===== config.mk =====
export PLATFORM = sky130hd
export DESIGN_NAME = numbotron_sequencer
export DESIGN_NICKNAME = d
export VERILOG_FILES = /design/src/rtl/numbotron_pkg.sv /design/src/rtl/numbotron_prog_mem.sv /design/src/rtl/numbotron_sequencer.sv
export SDC_FILE = /design/constraint.sdc
export NUM_CORES = 1
export LEC_CHECK = 0
export CAP_MARGIN = 20
export CELL_PAD_IN_SITES_DETAIL_PLACEMENT = 1
export CELL_PAD_IN_SITES_GLOBAL_PLACEMENT = 2
export CORE_MARGIN = 3
export CORE_UTILIZATION = 48
export DETAILED_ROUTE_END_ITERATION = 8
export PLACE_DENSITY_LB_ADDON = 0.05
export RECOVER_POWER = 50
export SYNTH_ARGS = -nofsm -noshare
export SYNTH_HDL_FRONTEND = slang
export SYNTH_SLANG_ARGS = --single-unit

===== constraint.sdc =====
create_clock -name clk -period 6.6 [get_ports clk]
set_clock_uncertainty 0.2 [all_clocks]
set_input_delay 0.99 -clock clk [delete_from_list [all_inputs] [get_ports clk]]
set_output_delay 0.99 -clock clk [all_outputs]
set_load 0.005 [all_outputs]

===== src/rtl/numbotron_pkg.sv =====
// Shared types and instruction-word field helpers for the numbotron sequencer.
// Word layout is {inc, dec, zero}, each field NREGS bits; a word whose zero field is 0 is END.
package numbotron_pkg;

  localparam int MAXREGS = 32;
  localparam int MAXWORD = 3 * MAXREGS;

  typedef enum logic [1:0] {
    ST_IDLE  = 2'd0,
    ST_FETCH = 2'd1,
    ST_EXEC  = 2'd2,
    ST_WAIT  = 2'd3
  } state_t;

  typedef logic [MAXWORD-1:0] word_max_t;
  typedef logic [MAXREGS-1:0] field_max_t;

  function automatic field_max_t field_mask(input int nregs);
    field_max_t m;
    m = '0;
    for (int i = 0; i < MAXREGS; i++) begin
      if (i < nregs) m[i] = 1'b1;
    end
    return m;
  endfunction

  // Callers zero-extend their word into word_max_t and truncate the result back to NREGS.
  function automatic field_max_t insn_field(input word_max_t word, input int nregs, input int idx);
    word_max_t sh;
    sh = word >> (idx * nregs);
    return field_max_t'(sh) & field_mask(nregs);
  endfunction

  function automatic field_max_t insn_zero(input word_max_t word, input int nregs);
    return insn_field(word, nregs, 0);
  endfunction

  function automatic field_max_t insn_dec(input word_max_t word, input int nregs);
    return insn_field(word, nregs, 1);
  endfunction

  function automatic field_max_t insn_inc(input word_max_t word, input int nregs);
    return insn_field(word, nregs, 2);
  endfunction

  function automatic logic insn_is_end(input word_max_t word, input int nregs);
    return insn_zero(word, nregs) == '0;
  endfunction

endpackage


===== src/rtl/numbotron_prog_mem.sv =====
// Program store: NINSN words in flops, one write port, single-cycle clear,
// and two combinational read ports (sequencer fetch and UI inspection).
module numbotron_prog_mem #(
  parameter int NREGS = 8,
  parameter int NINSN = 24,
  parameter int AW    = 5
) (
  input  logic                 clk,
  input  logic                 we,
  input  logic [AW-1:0]        waddr,
  input  logic [3*NREGS-1:0]   wdata,
  input  logic                 clear,
  input  logic [AW-1:0]        raddr_a,
  output logic [3*NREGS-1:0]   rdata_a,
  input  logic [AW-1:0]        raddr_b,
  output logic [3*NREGS-1:0]   rdata_b
);

  logic [3*NREGS-1:0] mem [NINSN];

  always_ff @(posedge clk) begin
    if (clear) begin
      for (int i = 0; i < NINSN; i++) mem[i] <= '0;
    end else if (we && (int'(waddr) < NINSN)) begin
      mem[waddr] <= wdata;
    end
  end

  // Addresses past the end of the store read as an END word.
  assign rdata_a = (int'(raddr_a) < NINSN) ? mem[raddr_a] : '0;
  assign rdata_b = (int'(raddr_b) < NINSN) ? mem[raddr_b] : '0;

endmodule


===== src/rtl/numbotron_sequencer.sv =====
// Counter-machine instruction sequencer: fetches {inc,dec,zero} words, repeats the
// inc/dec op through a valid/ack handshake until a tested register reads zero.
module numbotron_sequencer
  import numbotron_pkg::*;
#(
  parameter  int NREGS = 8,
  parameter  int NINSN = 24,
  parameter  int LOOPW = 8,
  localparam int AW    = (NINSN > 1) ? $clog2(NINSN) : 1,
  localparam int WW    = 3 * NREGS
) (
  input  logic               clk,
  input  logic               rstb,
  input  logic               tick,
  input  logic               start,
  input  logic               halt,
  input  logic               step_mode,
  input  logic               step_req,
  input  logic [LOOPW-1:0]   loop_count,
  input  logic [NREGS-1:0]   reg_zero,
  input  logic               op_ack,
  input  logic               prog_we,
  input  logic [AW-1:0]      prog_waddr,
  input  logic [WW-1:0]      prog_wdata,
  input  logic               prog_clear,
  input  logic [AW-1:0]      prog_raddr,
  output logic [WW-1:0]      prog_rdata,
  output logic               op_valid,
  output logic [NREGS-1:0]   inc_regs,
  output logic [NREGS-1:0]   dec_regs,
  output logic [AW-1:0]      ip,
  output logic               running,
  output logic [LOOPW:0]     loop_remain,
  output logic               done,
  output logic               wr_err,
  output state_t             dbg_state
);

  state_t           state;
  logic [WW-1:0]    fetch_word;
  logic [NREGS-1:0] f_zero, f_dec, f_inc;
  logic [NREGS-1:0] lat_zero, lat_dec, lat_inc;
  logic             f_end;
  logic             step_pend, halt_pend, wrap_pend;
  logic             ip_at_last, fetch_go;
  logic [AW-1:0]    ip_next;
  logic             mem_we, mem_clear, wr_bad, waddr_ok;

  assign running   = (state != ST_IDLE);
  assign dbg_state = state;

  assign f_zero = NREGS'(insn_zero(word_max_t'(fetch_word), NREGS));
  assign f_dec  = NREGS'(insn_dec(word_max_t'(fetch_word), NREGS));
  assign f_inc  = NREGS'(insn_inc(word_max_t'(fetch_word), NREGS));
  assign f_end  = insn_is_end(word_max_t'(fetch_word), NREGS);

  assign ip_at_last = (int'(ip) == NINSN - 1);
  assign ip_next    = ip_at_last ? '0 : ip + AW'(1);
  assign fetch_go   = tick && (!step_mode || step_pend);

  // The store is only editable while idle; clear beats a coincident write.
  assign waddr_ok  = (int'(prog_waddr) < NINSN);
  assign mem_clear = prog_clear && !running;
  assign mem_we    = prog_we && !prog_clear && !running && waddr_ok;
  assign wr_bad    = (running && (prog_we || prog_clear)) ||
                     (!running && !prog_clear && prog_we && !waddr_ok);

  numbotron_prog_mem #(
    .NREGS (NREGS),
    .NINSN (NINSN),
    .AW    (AW)
  ) u_prog_mem (
    .clk     (clk),
    .we      (mem_we),
    .waddr   (prog_waddr),
    .wdata   (prog_wdata),
    .clear   (mem_clear),
    .raddr_a (ip),
    .rdata_a (fetch_word),
    .raddr_b (prog_raddr),
    .rdata_b (prog_rdata)
  );

  // Handshake: op_valid rises with the masks, both hold unchanged until a cycle with
  // op_valid && op_ack, and both clear on the edge that accepts the ack.
  always_ff @(posedge clk or negedge rstb) begin
    if (!rstb) begin
      state       <= ST_IDLE;
      ip          <= '0;
      op_valid    <= 1'b0;
      inc_regs    <= '0;
      dec_regs    <= '0;
      loop_remain <= '0;
      done        <= 1'b0;
      wr_err      <= 1'b0;
      step_pend   <= 1'b0;
      halt_pend   <= 1'b0;
      wrap_pend   <= 1'b0;
      lat_zero    <= '0;
      lat_dec     <= '0;
      lat_inc     <= '0;
    end else begin
      done   <= 1'b0;
      wr_err <= wr_bad;
      if (step_req && step_mode) step_pend <= 1'b1;

      case (state)
        ST_IDLE: begin
          halt_pend <= 1'b0;
          wrap_pend <= 1'b0;
          if (start && !halt) begin
            loop_remain <= (LOOPW + 1)'(loop_count);
            ip          <= '0;
            state       <= ST_FETCH;
          end
        end

        ST_FETCH: begin
          if (halt) begin
            state <= ST_IDLE;
          end else if (fetch_go) begin
            // Consuming here also drops a request arriving this cycle, so bursts collapse.
            step_pend <= 1'b0;
            if (f_end || wrap_pend) begin
              ip        <= '0;
              wrap_pend <= 1'b0;
              if (loop_remain == '0) begin
                state <= ST_IDLE;
                done  <= 1'b1;
              end else begin
                loop_remain <= loop_remain - (LOOPW + 1)'(1);
              end
            end else if ((f_zero & reg_zero) != '0) begin
              ip        <= ip_next;
              wrap_pend <= ip_at_last;
            end else begin
              lat_zero <= f_zero;
              lat_dec  <= f_dec;
              lat_inc  <= f_inc;
              state    <= ST_EXEC;
            end
          end
        end

        ST_EXEC: begin
          if (halt) begin
            state <= ST_IDLE;
          end else if (tick) begin
            if ((lat_zero & reg_zero) != '0) begin
              ip        <= ip_next;
              wrap_pend <= ip_at_last;
              state     <= ST_FETCH;
            end else begin
              op_valid <= 1'b1;
              inc_regs <= lat_inc;
              dec_regs <= lat_dec;
              state    <= ST_WAIT;
            end
          end
        end

        ST_WAIT: begin
          if (halt) halt_pend <= 1'b1;
          if (op_valid && op_ack) begin
            op_valid <= 1'b0;
            inc_regs <= '0;
            dec_regs <= '0;
            state    <= (halt_pend || halt) ? ST_IDLE : ST_EXEC;
          end
        end

        default: state <= ST_IDLE;
      endcase
    end
  end

endmodule


==> metrics.md <==
| Metric | Value |
|---|---|
| Post-synth ARST share | 9.72% |
| Worst r2r dst | u_prog_mem.mem[6][4] |
| Post-route ant nets | 0 |
| Clock sinks | 638 |
| Sequential area share after synthesis | 56.2% |
| Power Total | 14.3 mW |
| Clock power frac | 28.6% |
| CP Data Required Time | 5410 ps |
| Share of layout cells above drive strength 1 | 22.0% |
| Worst path cell trace | inv_1 -> ha_1 -> clkbuf_1 -> inv_1 -> clkdlybuf4s50_1 |
| Area used by multi-input combinational logic | 13700 µm² |
| Core ar. | 68800 µm² |
| Worst path slowest cell | clkbuf_1 |
| Cell mode on critical path | inv_1 |
| Final worst path period share | 80.0% |
| Vias per cell | 6.38 |
| Post-Layout Inst Area | 38000 µm² |
| Post-Syn Area | 33500 µm² |
| Largest net degree at the start of global routing | 75 |
| Kind of critical path | reg -> out |
| Main combinational cell family by area after synthesis | multiplexers |
| Final slew viol count | 689 |
| # rows | 96 |
| First-pass GRT wire length | 158000 µm |
| Final net count | 2346 |
| Worst setup SP type | flip-flop |
| CTS root buf | clkbuf_16 |
| Gate power share | 29.8% |
| Number of flops mapped to enable cells by yosys | 576 |
| Internal power | 9.65 mW |
| Clock Tree Buf Depth | 3 |
| Yosys cell types | 61 |
| H-Tree Level Count | 3 |
| DRT Wirelength | 110000 µm |
| Synth Area in Adders | 0.224% |
| Path type of the worst min-delay path | reg -> reg |
| Leak pwr | 13.1 nW |
| Post-synth top area share | 51.6% |
| Area contributors post-synth | edfxtp_1 52%, mux4_2 21%, and2_1 11% |
| Fin util | 55.2% |
| Rel. slew slack | -122% |
| Final hold violations | 0 |
| Ys Warns | 0 |
| Starting DRC count in detailed routing | 2125 |
| Post-synthesis xor/xnor area fraction | 0% |
| Commonest non-fill, non-tap cells in the layout | 576 x edfxtp_1, 340 x and2_0, 306 x mux4_2 |
| Syn avg cell area | 15.1 µm² |
| Worst-path clk slew | 60 ps |
| Die Width | 270 µm |
| Min-delay src | lat_dec[4] |
| CTS tree | done |
| Simple-gate area share of the yosys netlist | 13.0% |
| DP HPWL | 68700 µm |
| # Post-CTS Setup Buffers | 0 |
| WL/cell | 33.4 µm |
| Placed inst area | 35700 µm² |
| Most common flop cell mapped by yosys | edfxtp_1 |
| Synth Register Bits | 638 |
| Maximum capacitance violations | 25 |
| Gpl congestion | 0.848 |
| Post-Synthesis Cells | 2217 |
| Register area | 18900 µm² |
| CTS buffer count | 74 |
| Worst R2R Start | dbg_state[0] |
| Peak supply drop | 0.265 mV |
| Vias | 20.9k |
| Worst-Margin Slew | 3330 ps |
| Drt first pass iters | 5 |
| Compound-Gate Fraction of Synth Area | 3.98% |
| Initial Util | 48.7% |
| Post-Place Cells | 3135 |
| Commonest non-fill, non-tap cell in the layout | edfxtp_1 |
| Net Sw Frac | 32.7% |
| Tmin final | 5280 ps |
| Initial antenna violation count | 10 |
| Later-pin clock latency in the skew report | 620 ps |
| Syn nets | 2283 |
| Vias in the first global route | 22.3k |
| # resized after CTS | 0 |
| FF-to-FF setup slack | 1350 ps |
| Non-filler instance count after layout | 3274 |
| Seq pwr share | 41.6% |
| CP Max Fanout | 30 |
| Outcome | finished with violations |
| PortBufs | 119 |
| Reg2reg path depth | 9 |
| Area leader, netlist | edfxtp_1 |
| Synth-to-layout area growth | 13.4% |
| GRT Util Overall | 30.1% |
| Sw power | 4.70 mW |
| Hold Path Cell Cnt | 2 |
| Die area | 73000 µm² |
| Power per cell area | 378 nW/µm² |
| FMAX | 0.189 GHz |
| Hold slack | 280 ps |
| # DRC | 0 |
| Endpoints failing setup | 0 |
| Die height | 270 µm |
| Peak per-stage delay on the critical path | 1560 ps |
| Gr ovfl total | 0 |
| CP Capture Type | primary output |
| Pre-CTS setup slack | 1530 ps |
| Failing checks | max-capacitance violations, max-slew violations |
| Endpoint, Worst Hold | lat_dec[4] |
| Post-synthesis mux area share | 23.6% |
| # fillers | 6429 |
| Crit path DAT | 4090 ps |
| RSZ-0062 raised after global routing | false |
| Fin Setup TNS | 0 ps |
| Hold Buf Count CTS | 0 |
| Worst Slack Setup Final | 1320 ps |
| Boundary Pins | 120 |
per-layer routing:
layer  part of all wire, %  GRT usage (%)  vias to the layer above
met3                   9.4           7.61                      180
met1                    39           39.8                    11100
met5                 0.025              0                        -
li1                      -              -                     8618
met2                    49           49.4                      955
met4                   2.8           9.31                        4
Yosys cell counts, types with 2 or more instances:
master / instances
nand3b_1: 5
buf_6: 4
edfxtp_1: 576
a21oi_1: 26
o221ai_1: 2
nor2_1: 63
clkbuf_1: 150
nor2b_1: 3
a21o_1: 26
inv_1: 33
a211oi_1: 2
dfrtp_1: 62
o22ai_1: 27
a21boi_0: 2
buf_2: 23
mux2_2: 7
o41ai_1: 2
nand3_1: 21
mux2_1: 2
buf_4: 6
nor3_1: 3
nand2_1: 41
o211ai_1: 10
nor4_4: 2
buf_1: 20
ha_1: 6
inv_2: 2
or3_1: 4
mux2i_1: 91
o2bb2ai_1: 2
a22o_1: 17
mux4_2: 306
or2_2: 2
a221oi_1: 6
a31oi_1: 2
a22oi_1: 27
o21ai_0: 26
clkinv_1: 2
nand2b_1: 6
and2_1: 579
cells by family (layout without fill, tap and decap cells):
family	Yosys count	count (layout)
AOI/OAI and AO/OA	190	190
adders and majority gates	6	6
buffers and inverters	240	364
DFF	638	638
muxes	406	406
other	0	2
and+or+nand+nor	737	737
power by group through the flow:
stage               sequential [mW]  combinational [mW]  clock, mW
finish                         5.97                4.28       4.10
global route                   6.05                4.51       4.33
detailed placement             6.04                4.29          0
global placement               5.97                4.23          0
floorplan                      5.80                2.65          0
CTS                            5.96                4.30       4.16
sequential cells by signal (all words and copies together) (netlist names), 2 cells and up:
name and count:
inc_regs 8, lat_inc 8, dbg_state 2, u_prog_mem.mem 576
lat_dec 8, lat_zero 8, dec_regs 8, loop_remain 9
ip 5
worst max-delay path by stage:
| stage | slack (ps) | end | start |
|---|---|---|---|
| after CTS | 1540 | prog_rdata[10] | prog_raddr[0] |
| final | 1320 | running | dbg_state[0] |
| after floorplan | 2290 | prog_rdata[10] | prog_raddr[0] |
| after global placement | 1530 | prog_rdata[10] | prog_raddr[0] |
| after detailed placement | 1530 | prog_rdata[10] | prog_raddr[0] |
| after global routing | 1200 | u_prog_mem.mem[21][3] | dbg_state[1] |
critical path, delay by kind of cell (launching register included):
kind       cells  cell delay (ps)
fa+ha+maj      1              470
flops          1              420
buf+inv        4             2580
final cells by class:
cell class / count / area share (%)
sequential: 638 / 49.6
multi-input combinational: 1339 / 36.2
clock buffer: 100 / 5.66
timing repair buffer: 190 / 4.40
tap: 931 / 3.07
clock inverter: 37 / 0.695
inverter: 37 / 0.366
antenna: 2 / 0.0132
No activity file was read; power rests on OpenSTA's default activity.
